**src/rtl/dmem_apb_interconnect.sv**
```systemverilog
// Data-side interconnect: routes CPU loads/stores either straight to RAM or
// through a single-outstanding APB master to one of NUM_SLAVES peripherals,
// stalling the pipeline until the APB transfer finishes or times out.
module dmem_apb_interconnect #(
  parameter int          ADDR_W     = 32,
  parameter int          DATA_W     = 32,
  parameter int          NUM_SLAVES = 4,
  parameter logic [15:0] PERIPH_HI  = 16'hFFFF,
  parameter int          SLOT_LSB   = 8,
  parameter int          TIMEOUT    = 255
) (
  input  logic                         clk,
  input  logic                         rst,
  input  logic [ADDR_W-1:0]            cpu_addr,
  input  logic [DATA_W-1:0]            cpu_wdata,
  input  logic                         cpu_wen,
  input  logic                         cpu_ren,
  output logic [DATA_W-1:0]            cpu_rdata,
  output logic                         cpu_stall,
  output logic                         ram_we,
  input  logic [DATA_W-1:0]            ram_rdata,
  output logic [NUM_SLAVES-1:0]        apb_psel,
  output logic                         apb_penable,
  output logic [ADDR_W-1:0]            apb_paddr,
  output logic                         apb_pwrite,
  output logic [DATA_W-1:0]            apb_pwdata,
  input  logic [NUM_SLAVES*DATA_W-1:0] apb_prdata,
  input  logic [NUM_SLAVES-1:0]        apb_pready,
  input  logic [NUM_SLAVES-1:0]        apb_pslverr,
  input  logic                         err_clear,
  output logic                         bus_err
);

  typedef enum logic [1:0] {S_IDLE, S_SETUP, S_ACCESS, S_DONE} state_t;

  localparam int              CNT_W   = (TIMEOUT < 1) ? 1 : $clog2(TIMEOUT + 1);
  localparam logic [CNT_W-1:0] CNT_MAX = CNT_W'(TIMEOUT);
  localparam logic [4:0]       NSLV    = 5'(NUM_SLAVES);

  state_t                  state_q, state_d;
  logic [NUM_SLAVES-1:0]   psel_q, psel_d;
  logic                    penable_q, penable_d;
  logic [ADDR_W-1:0]       paddr_q, paddr_d;
  logic                    pwrite_q, pwrite_d;
  logic [DATA_W-1:0]       pwdata_q, pwdata_d;
  logic [DATA_W-1:0]       rdata_q, rdata_d;
  logic                    bus_err_q, bus_err_d;
  logic [CNT_W-1:0]        cnt_q, cnt_d;

  logic                    periph_hit, ram_hit, req, slot_ok, set_err;
  logic [3:0]              slot;
  logic [CNT_W-1:0]        cnt_inc;
  logic                    sel_ready, sel_err;
  logic [DATA_W-1:0]       sel_rdata;

  assign periph_hit = (cpu_addr[ADDR_W-1 -: 16] == PERIPH_HI);
  assign ram_hit    = (cpu_addr[ADDR_W-1 -: 16] == 16'h0000);
  assign req        = (cpu_wen | cpu_ren) & periph_hit;
  assign slot       = cpu_addr[SLOT_LSB+3:SLOT_LSB];
  assign slot_ok    = ({1'b0, slot} < NSLV);
  assign cnt_inc    = (cnt_q == CNT_MAX) ? cnt_q : cnt_q + CNT_W'(1);

  // Pick the addressed slave's response using the one-hot PSEL as the selector.
  always_comb begin
    // NOTE: every comb output gets a default first so no path can infer a latch.
    sel_ready = 1'b0;
    sel_err   = 1'b0;
    sel_rdata = '0;
    for (int i = 0; i < NUM_SLAVES; i++) begin
      if (psel_q[i]) begin
        sel_ready = apb_pready[i];
        sel_err   = apb_pslverr[i];
        sel_rdata = apb_prdata[i*DATA_W +: DATA_W];
      end
    end
  end

  // State register with all APB, capture and error flops.
  always_ff @(posedge clk) begin
    // NOTE: reset is synchronous and sampled only on the clock edge.
    if (rst) begin
      state_q   <= S_IDLE;
      psel_q    <= '0;
      penable_q <= 1'b0;
      paddr_q   <= '0;
      pwrite_q  <= 1'b0;
      pwdata_q  <= '0;
      rdata_q   <= '0;
      bus_err_q <= 1'b0;
      cnt_q     <= '0;
    end else begin
      // NOTE: non-blocking assignments so every flop samples pre-edge values.
      state_q   <= state_d;
      psel_q    <= psel_d;
      penable_q <= penable_d;
      paddr_q   <= paddr_d;
      pwrite_q  <= pwrite_d;
      pwdata_q  <= pwdata_d;
      rdata_q   <= rdata_d;
      bus_err_q <= bus_err_d;
      cnt_q     <= cnt_d;
    end
  end

  // Next-state logic: decode, APB sequencing, timeout and error capture.
  always_comb begin
    state_d   = state_q;
    psel_d    = psel_q;
    penable_d = penable_q;
    paddr_d   = paddr_q;
    pwrite_d  = pwrite_q;
    pwdata_d  = pwdata_q;
    rdata_d   = rdata_q;
    cnt_d     = cnt_q;
    set_err   = 1'b0;
    unique case (state_q)
      S_IDLE: begin
        if (req) begin
          if (slot_ok) begin
            paddr_d  = cpu_addr;
            pwdata_d = cpu_wdata;
            pwrite_d = cpu_wen;
            cnt_d    = '0;
            psel_d   = '0;
            for (int i = 0; i < NUM_SLAVES; i++) begin
              if (slot == 4'(i)) psel_d[i] = 1'b1;
            end
            state_d = S_SETUP;
          end else begin
            // Unmapped slot: answer immediately with an error, no bus cycle.
            rdata_d = '0;
            set_err = 1'b1;
            state_d = S_DONE;
          end
        end
      end
      S_SETUP: begin
        penable_d = 1'b1;
        state_d   = S_ACCESS;
      end
      S_ACCESS: begin
        if (sel_ready) begin
          rdata_d   = sel_err ? '0 : sel_rdata;
          set_err   = sel_err;
          psel_d    = '0;
          penable_d = 1'b0;
          state_d   = S_DONE;
        end else if (cnt_inc == CNT_MAX) begin
          rdata_d   = '0;
          set_err   = 1'b1;
          psel_d    = '0;
          penable_d = 1'b0;
          state_d   = S_DONE;
        end else begin
          cnt_d = cnt_inc;
        end
      end
      S_DONE: state_d = S_IDLE;
      default: state_d = S_IDLE;
    endcase
    // Set takes priority over a simultaneous clear.
    bus_err_d = set_err | (bus_err_q & ~err_clear);
  end

  // Output logic: pipeline stall, load-data mux and RAM write enable.
  always_comb begin
    cpu_stall = ((state_q == S_IDLE) && req) ||
                (state_q == S_SETUP) || (state_q == S_ACCESS);
    if (state_q == S_DONE) cpu_rdata = rdata_q;
    else if (ram_hit)      cpu_rdata = ram_rdata;
    else                   cpu_rdata = '0;
    ram_we = cpu_wen & ram_hit;
  end

  assign apb_psel    = psel_q;
  assign apb_penable = penable_q;
  assign apb_paddr   = paddr_q;
  assign apb_pwrite  = pwrite_q;
  assign apb_pwdata  = pwdata_q;
  assign bus_err     = bus_err_q;

endmodule

```
**config.mk**
```make
export PLATFORM = sky130hd
export DESIGN_NAME = dmem_apb_interconnect
export DESIGN_NICKNAME = d
export VERILOG_FILES = /design/src/rtl/dmem_apb_interconnect.sv
export SDC_FILE = /design/constraint.sdc
export NUM_CORES = 1
export LEC_CHECK = 0
export ABC_AREA = 1
export BUFFER_PORTS_ARGS = -buffer_cell sky130_fd_sc_hd__buf_2
export CORE_AREA = 2 2 133 135
export DETAILED_ROUTE_END_ITERATION = 8
export DIE_AREA = 0 0 135 137
export GPL_TIMING_DRIVEN = 0
export MAX_ROUTING_LAYER = met4
export PLACE_DENSITY = 0.72
export SLEW_MARGIN = 20
export SYNTH_ARGS = -nofsm -noshare
export SYNTH_HDL_FRONTEND = slang
export SYNTH_SLANG_ARGS = --single-unit
```
**constraint.sdc**
```tcl
create_clock -name clk -period 2.14 [get_ports clk]
set_input_delay 0.321 -clock clk [delete_from_list [all_inputs] [get_ports clk]]
set_output_delay 0.321 -clock clk [all_outputs]
set_load 0.03 [all_outputs]
```
* After elaboration in Yosys (flattened, before gate mapping) *
Cells that the tools add are included.

cells by class
  $add $sub $neg = 1
  eq/ne operators = 15
  $lt $le $gt $ge = 1
  mux-type cells = 48
  bitwise gates (word level) = 6
  reduce and logical (&&, ||, !) cells = 14

operators by type and width
  cell                                                                  count
  32-bit two-way mux                                                    11
  32-bit one-hot mux with 2 select lines                                1
  8-bit two-way mux                                                     5
  1-bit two-way mux                                                     18
  16-bit == test, second input constant                                 1
  8-bit == test, second input constant                                  2
  16-bit logical NOT                                                    1
  4-bit two-way mux                                                     4
  8-bit one-hot mux with 2 select lines                                 1
  2-bit inequality test, second input constant                          5
  8-bit by 1-bit adder with 8-bit output, second input constant         1
  4-bit by 2-bit == test with 1-bit output, second input constant       2
  2-bit two-way mux                                                     4
  2-bit one-hot mux with 4 select lines                                 1
  4-bit one-hot mux with 2 select lines                                 1
  4-bit AND reduction                                                   2
  5-bit AND reduction                                                   1
  2-bit == test, second input constant                                  2
  4-bit by 1-bit == test with 1-bit output, second input constant       1
  4-bit logical NOT                                                     1
  4-bit by 3-bit < comparator with 1-bit output, second input constant  1
  1-bit one-hot mux with 2 select lines                                 2
  2-bit AND reduction                                                   2
  2-bit nonzero test                                                    2
  other kinds (9)                                                       13

storage, ports and cells
  input bits = 237
  register bits = 113
  logic and storage cells = 94

* Logic depth before layout (Yosys ltp) *
Gate-level depths: netlist of run 1.

  depth after elaboration = 7
  gate-level depth with buffers = 16

* Least setup slack after synthesis of run 1 *
No wires, ideal clock.

  path type = input -> output
  start = input cpu_addr[24]
  end = output cpu_rdata[10]
  arrival time = 1.803 ns
  slack = 0.016 ns
  data required time = 1.819 ns
  path buffers = 1
  cell stages on the path = 4
  path through = nor4_1 nand4_1 clkbuf_1 o31ai_1

on the way
  word-level cells in the longest chain between the ends = 3

ends and longest elaborated chain
  what                RTL line  RTL
  start: declaration  14        input logic [ADDR_W-1:0] cpu_addr,
  16-bit logical NOT  57        assign ram_hit = (cpu_addr[ADDR_W-1 -: 16] == 16'h0000);
  32-bit two-way mux  170       else if (ram_hit) cpu_rdata = ram_rdata;
  32-bit two-way mux  169       if (state_q == S_DONE) cpu_rdata = rdata_q;
  end: declaration    18        output logic [DATA_W-1:0] cpu_rdata,

Every way passes these cells.

* Worst setup path after layout of run 1 *
  start = register state_q[1]
  end = output cpu_rdata[7]

on the way
  word-level cells in the longest chain between the ends = 2

ends and longest elaborated chain
  what                      RTL line  RTL
  start: declaration        40        state_t state_q, state_d;
  start signal: assignment  93        state_q <= state_d;
  2-bit == test             169
  32-bit two-way mux        169

Every way passes these cells.

==> results of run 1 <==
[cell families (layout without fill, tap and decap cells)]
group                      count (synthesis)  after routing  share of synthesized area, %
buffers and inverters                    233            620                         14.63
adders and majority gates                  5              5                        0.9728
other                                      0              5                             0
DFF                                      113            113                         35.18
and+or+nand+nor                          365            366                         24.73
xor gates and xnor gates                   2              2                        0.2724
AOI/OAI and AO/OA                        279            279                         24.22
[area by class of cell]
cell class                      count  area [sq um]  share of cell area (%)
Clock buffer                       17         425.4                   4.400
Clock inverter                     15         172.7                   1.786
Tap cell                          225         281.5                   2.911
Multi-Input combinational cell    652          3558                   36.80
Inverter                          161         604.3                   6.250
Buffer                             70         396.6                   4.102
Antenna cell                        5         12.51                  0.1294
Timing Repair Buffer              357          1942                   20.08
Sequential cell                   113          2276                   23.54
[power by group through the flow]
stage	Sequential [uW]	Clock [uW]	Combinational (uW)
after floorplan	2540	0	2470
after global placement	2520	0	3630
after detailed placement	2530	0	3670
after CTS	2490	2930	3750
after global routing	2520	3010	4770
final	2500	2880	4300
[timing repair]
item | 4_1_cts | 5_1_grt
gates cloned | 0 | 6
endpoints found under the setup margin | 79 | 144
pin swaps | 2 | 13
gates resized for setup | 38 | 128
buffers inserted | 2 | 10
[worst paths after layout]
check	start	to	depth (start not counted)
min	err_clear	bus_err	3
min reg2reg	apb_pwdata[6]	apb_pwdata[6]	2
max	state_q[1]	cpu_rdata[7]	4
max reg2reg	cnt_q[0]	rdata_q[17]	14
[layer usage]
layer  vias to the layer above  wire length [um]
met2                       370             12700
met1                      3596              9852
met5                         -                 0
met4                         0              1054
li1                       3995                 -
met3                        72              2055
[through the flow]
| step | instances | area [sq um] | hold slack, ns | util, % | TNS (ns) |
|---|---|---|---|---|---|
| floorplan | 997 | 6431 | 0.4674 | - | 0 |
| global placement | 1562 | 8414 | 0.4283 | 49.33 | -12.80 |
| detailed placement | 1562 | 8414 | 0.4330 | 49.33 | -14.00 |
| CTS | 1594 | 9121 | 0.1456 | 53.48 | -0.2373 |
| global route | 1615 | 9669 | 0.1702 | 56.69 | -3.530 |
| finish | 1615 | 9669 | 0.1621 | 56.69 | -0.07728 |
[placed cells by master (no fill, tap or decap), drive strengths merged, types with 2 or more instances in the layout]
cell / count
nand2: 185
clkinvlp: 2
clkinv: 4
nor2: 104
bufinv: 2
nand3b: 2
o21bai: 2
o21ai: 100
a31oi: 2
buf: 379
o211ai: 5
o31ai: 32
clkbuf: 65
nand4: 19
a21oi: 117
dfxtp: 113
a22oi: 19
diode: 5
ha: 5
inv: 168
nand3: 47
nor4: 6
[registers in the layout, indices dropped and copies added (netlist names), 2 cells and up]
| register | cells |
|---|---|
| rdata_q | 32 |
| state_q | 2 |
| cnt_q | 8 |
| apb_psel | 4 |
| apb_paddr | 32 |
| apb_pwdata | 32 |
[tightest hold or removal path, stage by stage]
cell	delay, ns
sky130_fd_sc_hd__buf_2	0.07
sky130_fd_sc_hd__nand3b_1	0.09
sky130_fd_sc_hd__nand2_1	0.05
==> results.rst, run 1 <==
.. list-table::
   :header-rows: 1

   * - Metric
     - Value
   * - Routability congestion estimate from global placement
     - 0.9125
   * - Share of post-route cells with drive strength above 1
     - 38.19%
   * - Number of global-route vias before repair
     - between 7000 and 8000
   * - Data arrival time of the worst path
     - around 1.9 ns
   * - Root buffer cell
     - sky130_fd_sc_hd__clkbuf_16
   * - Number of slew-limit violations in the final report
     - 0
   * - Layout overhead on the synthesized area
     - 50.35%
   * - Worst setup skew after layout
     - 0.008839 ns
   * - Hold buffers post-CTS
     - 0
   * - Remaining antenna violation count
     - 0
   * - Tot Pwr
     - 9689 uW
   * - Setup ws final
     - -0.03943 ns
   * - Result of the run
     - finished with violations
   * - Ordered cell list for the critical path
     - ha_4 > clkbuf_4 > o31ai_1 > buf_4
   * - Register area share after synthesis
     - 35.18%
   * - Total global routing track utilization
     - 27.13%
   * - Final worst path period need
     - 2.179 ns
   * - Relative slew margins
     - 53.60%
   * - Net switching power
     - 4009 uW
   * - Antenna violations before repair
     - 5
   * - Wire length per cell after detailed routing
     - 15.89 um
   * - Most frequently used flop master after synthesis
     - sky130_fd_sc_hd__dfxtp_1
   * - Overflow left after global routing
     - 0
   * - Overall die width
     - roughly 140 um
   * - DIE HEIGHT
     - between 100 and 150 um
   * - Final setup violating endpoints
     - 3
   * - Mapped Nets
     - 1239
   * - Met3 global-route usage
     - 6.556%
   * - Sink Count
     - 113
   * - Slowest stage cell, crit path
     - sky130_fd_sc_hd__dfxtp_1
   * - Initial core utilization
     - 37.71%
   * - Comb power frac
     - 44.4%
   * - Clock-pin transition on the worst setup and hold timing paths
     - 0.06 ns
   * - Endpoint kind of the worst setup timing path
     - primary output
   * - Top cell type by total area after synthesis
     - sky130_fd_sc_hd__dfxtp_1
   * - Slew of the pin with the lowest slew margin
     - 0.6934 ns
   * - CP top delay family
     - buffers and inverters
   * - Average footprint of a synthesized cell
     - 6.451 sq um
   * - Post-synthesis instance area
     - 0.006431 sq mm
   * - Number of ports placed on the die boundary
     - between 300 and 400
   * - Met2 routing resource usage after global routing
     - 47.60%
   * - Pin count of the biggest net entering global routing
     - 17
   * - Highest ir drop seen on vdd
     - 0.7572 mV
   * - Number of synthesis warnings
     - 0
   * - Pre-antenna DRT Iters
     - 5
   * - Worst Path Buf+Inv
     - 2
   * - Violations in the final reports
     - negative setup slack
   * - Post-synth top cells
     - sky130_fd_sc_hd__nand2_1 (164), sky130_fd_sc_hd__inv_1 (152), sky130_fd_sc_hd__a21oi_1 (116), sky130_fd_sc_hd__dfxtp_1 (113), sky130_fd_sc_hd__nor2_1 (101)
   * - Fraction of registers with async set or reset after synthesis
     - 0%
   * - Rows
     - 48
   * - CTS tree
     - built
   * - Post-route DRC
     - 0
   * - Critical path startpoint category
     - register
   * - Filler Cells Inserted
     - 1683
   * - Global-route wire length before repair
     - ~38000 um
   * - Power share of the clock group
     - 29.8%
   * - Total of flip-flops plus latches after synthesis
     - 113
   * - Count of final hold-check violations
     - 0
   * - Reported max-cap violation count
     - 0
   * - Number of library cell types mapped by synthesis
     - 35
   * - Final wirelength
     - 25660 um
   * - DR vias
     - between 8000 and 9000
   * - Syn Inst Count
     - 997
   * - Static Leakage
     - ~0.0047 uW
   * - Worst setup path class
     - register to primary output
   * - Synth area leaders
     - sky130_fd_sc_hd__dfxtp_1 (35%), sky130_fd_sc_hd__nand2_1 (9.6%), sky130_fd_sc_hd__a21oi_1 (9.0%), sky130_fd_sc_hd__inv_1 (8.9%), sky130_fd_sc_hd__o21ai_0 (7.7%)
   * - Core Region
     - 0.01706 sq mm
   * - Die Footprint
     - 0.01850 sq mm
   * - Most used routing layer in global routing
     - met2
   * - Total number of nets in the final design
     - 1614
   * - FMAX
     - 458.8 MHz
   * - Buffer levels on the longest clock path
     - 2
   * - Clock buffer count from CTS
     - 17
   * - Internal power
     - 5680 uW
   * - Quantity of I/O buffers inserted on ports
     - 340
   * - Post-placement worst setup slack
     - -0.2998 ns
   * - Via-to-Cell Ratio
     - 4.974
   * - Required @ worst endpoint
     - 1.82 ns
   * - Clock latency at the later pin of the worst-skew pair
     - roughly 0.42 ns
   * - Power per cell area
     - 1002 mW/mm^2
   * - Slack of the worst reg-to-reg path
     - 0.02 ns
   * - Proportion of netlist area held by the largest area contributor
     - between 30% and 40%
   * - Met1 track demand over resource
     - 28.85%
   * - DRC marker count from the first detailed-route iteration
     - 439
   * - Tcrit/Tclk final
     - 101.8%
   * - Switching part of the total power
     - 41.38%
   * - Unrepaired setup endpoints after global routing
     - true
   * - Path category of the worst min-delay check
     - input pin to register
   * - Max incr delay on CP
     - 0.37 ns
   * - Worst Path Max Fanout
     - 10
   * - Number of enable-type register cells in the synthesized netlist
     - 0
   * - Final HPWL DP
     - 19830 um
   * - Most common cell in the synthesized netlist
     - sky130_fd_sc_hd__nand2_1
   * - Number of H-tree branching levels
     - 4
   * - Sequential share of power
     - roughly a quarter
(Power assumes the default switching activity.)
==> inputs of run 2 (changes only) <==
--- a/config.mk
+++ b/config.mk
@@ -6,13 +6,12 @@
 export NUM_CORES = 1
 export LEC_CHECK = 0
 export ABC_AREA = 1
-export BUFFER_PORTS_ARGS = -buffer_cell sky130_fd_sc_hd__buf_2
-export CORE_AREA = 2 2 133 135
+export CORE_AREA = 2 2 135 137
 export DETAILED_ROUTE_END_ITERATION = 8
-export DIE_AREA = 0 0 135 137
+export DIE_AREA = 0 0 137 139
+export DONT_BUFFER_PORTS = 1
 export GPL_TIMING_DRIVEN = 0
 export MAX_ROUTING_LAYER = met4
-export PLACE_DENSITY = 0.72
 export SLEW_MARGIN = 20
 export SYNTH_ARGS = -nofsm -noshare
 export SYNTH_HDL_FRONTEND = slang
==> constraint.sdc (replaced) <==
create_clock -name clk -period 2.1 [get_ports clk]
set_input_delay 0.315 -clock clk [delete_from_list [all_inputs] [get_ports clk]]
set_output_delay 0.315 -clock clk [all_outputs]
set_load 0.03 [all_outputs]
==> run 2 against run 1 <==
Against the previous run:
- the flow now finishes without violations
- via count decreased by 16%
- sequential share of layout area increased by 4.3 points
- total power decreased by 3.0%
- cell count decreased by 21%
- critical path depth increased by 8
- first-iteration DRC count decreased by 28%
- critical endpoint is now rdata_q[2]
- largest power group unchanged
==> results.rst, run 2 (same netlist as run 1, synthesis figures left out) <==
.. list-table::
   :header-rows: 1

   * - Metric
     - Value
   * - Path category of the worst min-delay check
     - input pin to register
   * - Share of post-route cells with drive strength above 1
     - 20.93%
   * - Slowest stage cell, crit path
     - sky130_fd_sc_hd__dfxtp_4
   * - Worst Path Buf+Inv
     - 3
   * - Total number of nets in the final design
     - around 1300
   * - CTS tree
     - built
   * - Number of H-tree branching levels
     - 4
   * - Worst setup skew after layout
     - ~0.0079 ns
   * - Pre-antenna DRT Iters
     - 7
   * - Utilization after layout
     - 46.44%
   * - Antenna violations before repair
     - 1
   * - Post-placement worst setup slack
     - -1.017 ns
   * - Overflow left after global routing
     - 0
   * - Number of slew-limit violations in the final report
     - 0
   * - Number of global-route vias before repair
     - 6627
   * - DR vias
     - ~6800
   * - Required @ worst endpoint
     - roughly 2.4 ns
   * - Hold Slack
     - ~0.076 ns
   * - Final HPWL DP
     - 18780 um
   * - Final worst path period need
     - 2.079 ns
   * - Setup ws final
     - 0.02081 ns
   * - Max incr delay on CP
     - 0.38 ns
   * - Worst Path Max Fanout
     - 9
   * - Sink Count
     - 113
   * - Root buffer cell
     - sky130_fd_sc_hd__clkbuf_16
   * - Endpoint kind of the worst setup timing path
     - register
   * - Pin count of the biggest net entering global routing
     - 17
   * - CP top delay family
     - simple AND/OR/NAND/NOR gates
   * - Filler Cells Inserted
     - 1834
   * - Critical path startpoint category
     - register
   * - Final setup violating endpoints
     - 0
   * - Final wirelength
     - 24160 um
   * - Die Footprint
     - 0.01904 sq mm
   * - Quantity of I/O buffers inserted on ports
     - 0
   * - DIE HEIGHT
     - 139 um
   * - Layout overhead on the synthesized area
     - 27.49%
   * - Remaining antenna violation count
     - 0
   * - Clock-pin transition on the worst setup and hold timing paths
     - about 0.06 ns
   * - Via-to-Cell Ratio
     - approximately 5.3
   * - Overall die width
     - between 100 and 150 um
   * - Clock buffer count from CTS
     - 17
   * - Tcrit/Tclk final
     - 99.01%
   * - Post-route DRC
     - 0
   * - Buffer levels on the longest clock path
     - 2
   * - Wire length per cell after detailed routing
     - 18.86 um
   * - Initial core utilization
     - 36.42%
   * - Data arrival time of the worst path
     - 2.38 ns
   * - Total global routing track utilization
     - between 20 and 30%
   * - Clock latency at the later pin of the worst-skew pair
     - a little over 0.4 ns
   * - Result of the run
     - finished, final reports clean
   * - Power per cell area
     - 1147 mW/mm^2
   * - Routability congestion estimate from global placement
     - between 0.9 and 1
   * - Rows
     - 49
   * - Ordered cell list for the critical path
     - buf_4 > nor2_4 > nand2_1 > nand2_1 > o211ai_1 > buf_4 > and2_4 > nand3_4 > nand3_4 > buf_6 > nor2_1 > nor2_1
   * - Global-route wire length before repair
     - 35320 um
   * - Highest ir drop seen on vdd
     - 0.6632 mV
   * - Commonest non-fill, non-tap cell in the layout
     - sky130_fd_sc_hd__nand2_1
   * - Count of final hold-check violations
     - 0
   * - Core Region
     - 0.01766 sq mm
   * - Number of ports placed on the die boundary
     - between 300 and 400
   * - DRC marker count from the first detailed-route iteration
     - about 320
   * - Worst setup path class
     - register to register
   * - Unrepaired setup endpoints after global routing
     - true
   * - Slew of the pin with the lowest slew margin
     - 0.7270 ns
   * - Relative slew margins
     - between 50% and 60%
   * - Highest-count cells in the layout ignoring fill and taps
     - sky130_fd_sc_hd__nand2_1 (154), sky130_fd_sc_hd__inv_1 (149), sky130_fd_sc_hd__a21oi_1 (115), sky130_fd_sc_hd__dfxtp_1 (104), sky130_fd_sc_hd__o21ai_0 (96)
   * - Static Leakage
     - 0.003247 uW
   * - Total Neg Setup Slack
     - 0 ns
   * - FMAX
     - 481.0 MHz
   * - Reported max-cap violation count
     - 0
## run 2: cell count changes in the layout (fill, tap and decap cells not counted), sizes merged
cell	previous run	this run
clkinvlp	2	3
clkinv	4	7
clkbuf	65	58
inv	168	164
diode	5	1
buf	379	54
nand3	47	46
bufinv	2	1
## run 2: final cells by class
cell class	instances	area, sq um	share of cell area (%)
multi-input cells	651	3837	46.80
flip-flops and latches	113	2286	27.88
inverters	161	604.3	7.371
plain buffers	70	427.9	5.219
clock buffers	17	425.4	5.188
well taps	229	286.5	3.495
repair buffers	25	196.4	2.396
clock inverters	14	132.6	1.618
diodes	1	2.502	0.03052
## run 2: timing repair
action / CTS / global route
cloned: 2 / 2
pin swaps: 26 / 22
gates resized for setup: 113 / 89
endpoints found under the setup margin: 81 / 117
setup buffers: 10 / 11
hold buffers: 0 / 0
endpoints found under the hold margin: 0 / 0
## run 2: metal layers
metal  track usage [%]  vias to the layer above  part of all wire (%)
met5                 -                        -                     0
met4             10.47                        0                   3.3
met3             6.615                       62                   7.7
met2             44.20                      309                    50
met1             26.74                     3060                    39
li1                  -                     3323                     -
## run 2: path summary, 6_finish.rpt
kind / startpoint / endpoint / slack [ns] / cells after the start
worst min register to register: cnt_q[7] / cnt_q[7] / 0.50 / 2
worst max register to register: apb_psel[1] / rdata_q[2] / 0.02 / 12
worst min-delay path: err_clear / bus_err / 0.08 / 2
worst max-delay path: apb_psel[1] / rdata_q[2] / 0.02 / 12
## run 2: power by group
group          switching, uW  internal [uW]  total (uW)
registers                244           2400        2650
logic                   2570           1440        4010
clock network           1110           1630        2740
## run 2: through the flow
step	instances	total power, uW	instance area [sq um]
after global placement	1226	6029	6718
after CTS	1267	9114	7904
after detailed placement	1226	6054	6718
after floorplan	997	5110	6431
final	1281	9402	8199
after global routing	1281	10040	8199
## run 2: worst reg2reg max path, delay by kind of cell (launching register included)
| kind | cells | cell delay, ns |
|---|---|---|
| compound gates | 1 | 0.07 |
| buf+inv | 3 | 0.55 |
| simple gates | 8 | 0.96 |
| flops | 1 | 0.38 |
